`config.mk`:
```
export PLATFORM = sky130hd
export DESIGN_NAME = alu_mul_seq
export DESIGN_NICKNAME = d
export VERILOG_FILES = /design/src/rtl/cinco_pkg.sv /design/src/rtl/alu.sv /design/src/rtl/alu_mul_seq.sv
export SDC_FILE = /design/constraint.sdc
export NUM_CORES = 1
export LEC_CHECK = 0
export ABC_AREA = 0
export CAP_MARGIN = 20
export CORE_ASPECT_RATIO = 0.75
export CORE_MARGIN = 8
export CORE_UTILIZATION = 25
export DETAILED_ROUTE_END_ITERATION = 7
export GPL_ROUTABILITY_DRIVEN = 0
export PLACE_DENSITY_LB_ADDON = 0.05
export SETUP_SLACK_MARGIN = 0.15
export SYNTH_ARGS = -nofsm -noshare
export SYNTH_HDL_FRONTEND = slang
export SYNTH_SLANG_ARGS = --single-unit
```
`constraint.sdc`:
```
create_clock -name clk -period 4.3 [get_ports clk]
set_input_delay 0.86 -clock clk [delete_from_list [all_inputs] [get_ports clk]]
set_output_delay 0.86 -clock clk [all_outputs]
set_load 0.01 [all_outputs]
```
`src/rtl/cinco_pkg.sv`:
```
// rtl/cinco_pkg.sv - shared FSM state and ALU opcode definitions
// Shared package for the sequential multiplier and its ALU.
package cinco_pkg;

  typedef enum logic [2:0] {
    IDLE   = 3'd0,
    RUN    = 3'd1,
    DONE   = 3'd2,
    NEG_A  = 3'd3,
    NEG_B  = 3'd4,
    NEG_LO = 3'd5,
    NEG_HI = 3'd6
  } mul_state_t;

  localparam logic [2:0] ALU_ADD = 3'b000;
  localparam logic [2:0] ALU_SUB = 3'b001;
  localparam logic [2:0] ALU_AND = 3'b010;
  localparam logic [2:0] ALU_OR  = 3'b011;
  localparam logic [2:0] ALU_SLT = 3'b101;

endpackage

```
`src/rtl/alu.sv`:
```
// rtl/alu.sv - 32-bit combinational ALU with carry, overflow, negative and zero flags
// One shared adder serves ADD, SUB and SLT; subtraction is a + ~b + 1.
module alu
  import cinco_pkg::*;
(
  input  logic [31:0] a,
  input  logic [31:0] b,
  input  logic [2:0]  alu_control,
  output logic [31:0] result,
  output logic        c,
  output logic        v,
  output logic        n,
  output logic        z
);

  logic        sub;
  logic [31:0] b_eff;
  logic [32:0] sum;
  logic        arith;

  assign sub   = (alu_control == ALU_SUB) || (alu_control == ALU_SLT);
  assign arith = sub || (alu_control == ALU_ADD);
  assign b_eff = sub ? ~b : b;
  assign sum   = {1'b0, a} + {1'b0, b_eff} + {32'b0, sub};

  // Select the operation result and derive the flags from the shared adder.
  always_comb begin
    result = '0;
    v      = arith && (a[31] == b_eff[31]) && (sum[31] != a[31]);
    c      = arith && sum[32];
    case (alu_control)
      ALU_ADD: result = sum[31:0];
      ALU_SUB: result = sum[31:0];
      ALU_AND: result = a & b;
      ALU_OR:  result = a | b;
      ALU_SLT: result = {31'b0, sum[31] ^ v};
      default: result = '0;
    endcase
    n = result[31];
    z = (result == 32'd0);
  end

endmodule

```
`src/rtl/alu_mul_seq.sv`:
```
// rtl/alu_mul_seq.sv - 32x32 shift-add sequential multiplier built around one shared ALU
// Optional signed operation is enabled by defining MUL_SIGNED_EN (adds the signo port
// and the NEG_A/NEG_B/NEG_LO/NEG_HI sign-fixup states).
module alu_mul_seq
  import cinco_pkg::*;
(
  input  logic        clk,
  input  logic        rst_n,
  input  logic        start,
  input  logic [31:0] op_a,
  input  logic [31:0] op_b,
`ifdef MUL_SIGNED_EN
  input  logic        signo,
`endif
  output logic        busy,
  output logic        done,
  output logic [63:0] product
);

  mul_state_t  state;
  logic [31:0] mcand;
  logic [31:0] hi;
  logic [31:0] lo;
  logic [4:0]  count;

`ifdef MUL_SIGNED_EN
  logic        sgn;
  logic        neg;
  logic        lo_c;
`endif

  logic [31:0] alu_a;
  logic [31:0] alu_b;
  logic [2:0]  alu_control;
  logic [31:0] alu_result;
  logic        alu_c;
  logic        alu_v_unused;
  logic        alu_n_unused;
  logic        alu_z_unused;

  assign product = {hi, lo};

  alu u_alu (
    .a           (alu_a),
    .b           (alu_b),
    .alu_control (alu_control),
    .result      (alu_result),
    .c           (alu_c),
    .v           (alu_v_unused),
    .n           (alu_n_unused),
    .z           (alu_z_unused)
  );

  // Steer the ALU operands per state; idle/done states present zeros with ADD.
  always_comb begin
    alu_a       = '0;
    alu_b       = '0;
    alu_control = ALU_ADD;
    case (state)
      RUN: begin
        alu_a = hi;
        alu_b = lo[0] ? mcand : 32'd0;
      end
`ifdef MUL_SIGNED_EN
      NEG_A: begin
        alu_control = ALU_SUB;
        alu_b       = mcand;
      end
      NEG_B: begin
        alu_control = ALU_SUB;
        alu_b       = lo;
      end
      NEG_LO: begin
        alu_control = ALU_SUB;
        alu_b       = lo;
      end
      NEG_HI: begin
        if (lo_c) begin
          alu_control = ALU_SUB;
          alu_b       = hi;
        end else begin
          alu_a       = ~hi;
        end
      end
`endif
      default: ;
    endcase
  end

  // Multiplier FSM: accept, optional operand negation, 32 shift-add steps, optional result negation.
  always_ff @(posedge clk or negedge rst_n) begin
    if (!rst_n) begin
      state <= IDLE;
      busy  <= 1'b0;
      done  <= 1'b0;
      mcand <= '0;
      hi    <= '0;
      lo    <= '0;
      count <= '0;
`ifdef MUL_SIGNED_EN
      sgn   <= 1'b0;
      neg   <= 1'b0;
      lo_c  <= 1'b0;
`endif
    end else begin
      case (state)
        IDLE: begin
          done <= 1'b0;
          if (start) begin
            mcand <= op_a;
            lo    <= op_b;
            hi    <= '0;
            count <= '0;
            busy  <= 1'b1;
`ifdef MUL_SIGNED_EN
            sgn   <= signo;
            neg   <= signo & (op_a[31] ^ op_b[31]);
            state <= signo ? NEG_A : RUN;
`else
            state <= RUN;
`endif
          end
        end
        RUN: begin
          // 65-bit {carry, sum, lo} shifted right by one, low 64 bits kept.
          hi    <= {alu_c, alu_result[31:1]};
          lo    <= {alu_result[0], lo[31:1]};
          count <= count + 5'd1;
          if (count == 5'd31) begin
`ifdef MUL_SIGNED_EN
            state <= sgn ? NEG_LO : DONE;
            done  <= !sgn;
`else
            state <= DONE;
            done  <= 1'b1;
`endif
          end
        end
`ifdef MUL_SIGNED_EN
        NEG_A: begin
          if (mcand[31]) mcand <= alu_result;
          state <= NEG_B;
        end
        NEG_B: begin
          if (lo[31]) lo <= alu_result;
          state <= RUN;
        end
        NEG_LO: begin
          // Borrow-free carry out means lo was zero, so the negation ripples into hi.
          if (neg) begin
            lo   <= alu_result;
            lo_c <= alu_c;
          end
          state <= NEG_HI;
        end
        NEG_HI: begin
          if (neg) hi <= alu_result;
          state <= DONE;
          done  <= 1'b1;
        end
`endif
        DONE: begin
          state <= IDLE;
          done  <= 1'b0;
          busy  <= 1'b0;
        end
        default: begin
          state <= IDLE;
          done  <= 1'b0;
          busy  <= 1'b0;
        end
      endcase
    end
  end

endmodule

```
After elaboration in Yosys (flattened, before gate mapping):

Index checks and enable logic that the tools add are counted.

* word-level logic and storage cells: 36
* memory bits (read-only): 0
* bits in writable memories: 0
* register bits: 106
* bits of input ports: 67
* latch bits: 0
* memories: 0

* divide/modulo/power cells: 0
* multiply operators: 0
* order comparisons: 0
* bitwise operators: 1
* $add $sub $neg: 2
* equality and inequality tests: 4
* reductions and logical operators: 6
* shift operators: 0
* mux-type cells: 16

Operators by type and width (count)
* $mux W32: 5
* $pmux W32 S2: 2
* $add A32 B32 Y33: 1
* $pmux W5 S2: 1
* $reduce_and A2 Y1: 4
* $mux W3: 2
* $pmux W3 S2: 1
* $add A5 B1 Y5 const B: 1
* $eq A5 B5 Y1 const B: 1
* $mux W5: 1
* $ne A2 B2 Y1 const B: 2
* $eq A3 B1 Y1 const B: 1
* $logic_not A3 Y1: 1
* $mux W1: 3
* $pmux W1 S2: 1
* $reduce_bool A2 Y1: 1
* $not A1 Y1: 1

Depth between registers and ports, before layout:

* word-level depth: 4
* depth in mapped cells: 15

Hierarchy:

Synthesis repeated with hierarchy kept, for this count alone.

* cells, all modules: 836
* area total of the unflattened synthesis: 7559.8 µm²

Modules (own cells, without submodules)
* alu_mul_seq: instances 1, seq. area each 2627.5 µm², cells an instance 390, area each 4560.6 µm²
* alu: instances 1, seq. area each 0.0 µm², cells an instance 446, area each 2999.1 µm²

Least setup slack after synthesis:

No wires, ideal clock.

* kind: register to register
* from: register state[1]
* to: register hi[31]
* required time: 4.224 ns
* setup time: 0.076 ns
* setup slack: 1.055 ns
* stages on the path, launching flop included: 15
* buffers on the path: 2
* data arrival time: 3.168 ns
* cells stage by stage: dfrtp_1 -> nor2_1 -> clkbuf_1 -> clkbuf_1 -> and3_1 -> ha_1 -> inv_1 -> fa_1 -> nor2b_4 -> o31a_4 -> o21a_4 -> a31o_4 -> a21oi_4 -> or4_1 -> o21ai_1

* longest elaborated chain between the ends: 4

RTL lines
* start: declaration: RTL line alu_mul_seq.sv:20 `mul_state_t state;`
* start signal: assignment: RTL line alu_mul_seq.sv:93 `state <= IDLE;`
* start signal: assignment: RTL line alu_mul_seq.sv:120 `state <= RUN;`
* start signal: assignment: RTL line alu_mul_seq.sv:134 `state <= DONE;`
* $eq A3 B1 Y1: RTL line alu_mul_seq.sv:59, alu_mul_seq.sv:106
* $mux W32: RTL line alu_mul_seq.sv:59 `case (state)`
* $add A32 B32 Y33: RTL line alu.sv:24 `assign sum = {1'b0, a} + {1'b0, b_eff} + {32'b0, sub};`
* $pmux W32 S2: RTL line alu_mul_seq.sv:106 `case (state)`
* end signal: assignment: RTL line alu_mul_seq.sv:126 `hi <= {alu_c, alu_result[31:1]};`
* end: declaration: RTL line alu_mul_seq.sv:22 `logic [31:0] hi;`

Parallel ways exist; a longest one is shown, timed or not.
A chain may end at the register's enable or synchronous reset.

Final worst setup path:

* from: register lo[0]
* to: register hi[29]

* longest elaborated chain between the ends: 4

RTL lines
* start: declaration: RTL line alu_mul_seq.sv:23 `logic [31:0] lo;`
* start signal: assignment: RTL line alu_mul_seq.sv:111 `lo <= op_b;`
* start signal: assignment: RTL line alu_mul_seq.sv:127 `lo <= {alu_result[0], lo[31:1]};`
* $mux W32: RTL line alu_mul_seq.sv:62 `alu_b = lo[0] ? mcand : 32'd0;`
* $mux W32: RTL line alu_mul_seq.sv:59
* $add A32 B32 Y33: RTL line alu.sv:24
* $pmux W32 S2: RTL line alu_mul_seq.sv:106

No other way between the ends.

==> run_results.csv <==
group,metric,value,unit
worst_setup_path,crit_required,4.52,ns
yosys,yosys_warnings,0,
worst_setup_path,reg2regPathDepth,10,
route,route.vias.total,5823,
cells_and_area,area_delta_synth_final,30.2,%
floorplan,core_area,25800,sq um
yosys,yosys.area.top_type_share,40.2,%
yosys,syn_area_per_cell,8.14,sq um
worst_setup_path,critical_path.max_fanout,19,
pwr,leakage,0.00377,uW
pwr,powerDensity,912,nW/um^2
clock_tree,clkLatencyLatePin,0.37,ns
yosys,ys.flop_type,"dfrtp_1",
timing,fin_crit,3.29,ns
route,ant_nets,0,
timing,setup_slack,1.01,ns
worst_setup_path,slowest_stage,"dfrtp_1",
grt,grt_pass1_wl,34800,microns
worst_setup_path,r2r_slack,1.01,ns
route,drt_iter0_markers,255,
floorplan,die_area,31600,sq um
clock_tree,numClockSinks,105,
yosys,ys_top_cells_by_area,"dfrtp_1 40%, nand2_1 12%, ha_1 6.5%, nor2_1 3.4%, a31oi_1 3.3%",
cells_and_area,diodes,0,
timing,worstMarginPinSlew,0.985,ns
min_path,hold-path-cell-count,2,
worst_setup_path,crit_family,"compound AO/OA/AOI/OAI gates",
min_path,min_from,"mcand[8]",
floorplan,initial_core_util,25.3,%
worst_setup_path,start_kind,"flip-flop",
yosys,synth_top_area_cell,"dfrtp_1",
pwr,ir_drop,263,uV
worst_setup_path,path_cells,"buf_4 -> and3_1 -> ha_1 -> a21oi_1 -> o21ai_1 -> a22o_1 -> o32a_1 -> a41oi_1 -> xor2_1 -> o21ai_1",
yosys,synth-seq-area-share,40.2,%
yosys,syn-num-nets,905,
grt,grt-ovfl-total,0,
grt,grt_max_degree,90,
worst_setup_path,crit_start,"lo[0]",
clock_tree,cts_tree,"built",
yosys,yosysMostFrequentCell,"nand2_1",
worst_setup_path,reg2reg_from,"lo[0]",
clock_tree,hold_buffers,0,
grt,antenna_found_initial,0,
yosys,ys_types,72,
route,wl_per_cell,17.2,microns
worst_setup_path,r2r-end,"hi[29]",
timing,totalNegativeSetupSlack,0,ns
floorplan,top_level_ports,133,
clock_tree,post_cts_buffers,0,
clock_tree,h-tree-depth,3,
clock_tree,cts_resized,0,
worst_setup_path,path_common_cell,"o21ai_1",
grt,grt_pass1_vias,5853,
grt,gr-usage-all-layers,13.8,%
clock_tree,clockBufferDepth,2,
status,status,"finished clean",
floorplan,num_rows,51,
yosys,synth_edf_count,0,
timing,rsz0062_at_grt,"false",
timing,setup_viol,0,
cells_and_area,drive_gt1_share,5.51,%
yosys,synth.top_cells.by_count,"208 x nand2_1, 105 x dfrtp_1, 60 x nor2_1, 36 x o21ai_0",
timing,clock_skew,0.0130,ns
worst_setup_path,arrival,3.51,ns
floorplan,die_h,156,microns
route,vias_per_cell,4.65,
clock_tree,clkTransAtPathRegs,0.08,ns
route,wl,21500,microns
clock_tree,root_buffer,"clkbuf_16",
timing,period_share,76.5,%
route,first_pass_iters,5,
yosys,ys_async_sr_fraction,100,%
floorplan,die_w,203,microns
route,route.detailed.drc,0,
timing,final_hold_viol_count,0,
placement,place_ws,1.03,ns
timing,drv_slew,0,
timing,fmax,304,MHz
clock_tree,cts_buffers,9,
min_path,hold_path.class,"flip-flop to flip-flop",
worst_setup_path,path_buf_inv,1,
worst_setup_path,max_stage_delay,0.78,ns
min_path,hold_end,"mcand[8]",
run,drv_cap,0,
yosys,ys_ff_latch,105,
placement,hpwlAfterDp,15400,microns
yosys,netlist_area,6540,sq um
placement,placement.io_buffers,132,
timing,slew_headroom,34.3,%
cells_and_area,nNetsFinal,1005,
worst_setup_path,crit_type,"flip-flop to flip-flop",
yosys,postSynthCellCount,803,
worst_setup_path,worst_setup_path_end_kind,"flip-flop",
==> kinds of logic after synthesis <==
logic type	after synthesis	synth area share [%]
xor+xnor	23	3.08
fa+ha+maj	35	6.81
simple gates	401	28.1
flops	105	40.2
mux	4	0.612
buf+inv	63	4.00
compound gates	172	17.2
==> cell usage in the layout (no fill, tap or decap), types with 2 or more instances in the layout <==
master / netlist / final
or2_2: 2 / 2
nand4_1: 6 / 6
xor2_1: 14 / 14
nand2_1: 208 / 208
a21oi_1: 34 / 34
a31oi_1: 35 / 35
ha_1: 34 / 34
dfrtp_1: 105 / 105
clkbuf_16: 0 / 9
and3_1: 35 / 35
a211oi_1: 3 / 3
nor2_1: 60 / 59
xnor2_1: 9 / 9
a221o_1: 3 / 3
o21a_1: 8 / 8
bufinv_16: 0 / 2
inv_8: 0 / 2
and2_1: 35 / 35
o21ai_0: 36 / 36
a32oi_1: 2 / 2
a2111oi_0: 2 / 2
clkdlybuf4s50_1: 0 / 131
nand2b_1: 4 / 3
nor3_1: 6 / 6
o21ai_1: 18 / 18
buf_4: 0 / 8
o31ai_1: 2 / 2
nor3_2: 2 / 2
buf_12: 0 / 2
a21o_1: 4 / 4
nor3b_2: 1 / 2
or3_1: 4 / 4
inv_1: 10 / 10
mux2i_1: 4 / 4
inv_6: 0 / 2
nand3_1: 26 / 26
==> report_power, final <==
part	internal (uW)	switching [uW]
Clock	525	433
Sequential	1500	370
Combinational	2160	2770
Total	4180	3580
==> per-layer routing <==
layer  track usage (%)  share of wire, %  wire (microns)
met1              20.0                52           11200
met2              20.2                43            9260
met3              3.92               4.0             853
met4              2.27              0.65             140
met5                 0                 0               0
==> flip-flops by register name (all words and copies together), names as in the netlist <==
signal	flops
hi	32
lo	32
mcand	32
count	5
state	2
busy	1
done	1
==> worst max path at each step <==
| stage | depth (start not counted) | slack (ns) | to |
|---|---|---|---|
| 3_5_place_dp | 10 | 1.03 | hi[29] |
| 4_1_cts | 10 | 1.02 | hi[29] |
| 3_3_place_gp | 10 | 1.04 | hi[29] |
| 5_1_grt | 12 | 0.82 | hi[29] |
| 2_1_floorplan | 14 | 1.06 | hi[31] |
| 6_report | 10 | 1.01 | hi[29] |
==> stage by stage <==
step / cells / hold WS (ns) / utilization (%) / cell area [sq um] / total power, uW
finish: 1252 / 0.475 / 32.9 / 8510 / 7760
global route: 1252 / 0.504 / 32.9 / 8510 / 8550
CTS: 1252 / 0.483 / 32.9 / 8510 / 7880
detailed placement: 1236 / 0.464 / 31.6 / 8180 / 6850
global placement: 1236 / 0.457 / 31.6 / 8180 / 6910
floorplan: 803 / 0.437 / - / 6540 / 5200
==> worst reg2reg max path, delay by kind of cell (launching register included) <==
family,cells,cell delay (ns)
AOI/OAI and AO/OA,6,1.34
DFF,1,0.78
buffers and inverters,1,0.32
adders and majority gates,1,0.31
and+or+nand+nor,1,0.19
xor gates and xnor gates,1,0.19
==> final cells by class <==
type,count,area [sq um]
clock buffer,9,225
clock inverter,7,109
fill,2771,17300
inverter,11,41.3
multi-input combinational,635,3670
sequential,105,2630
tap,344,430
timing repair buffer,141,1410
Note: power is estimated with default switching activity, not from simulation.
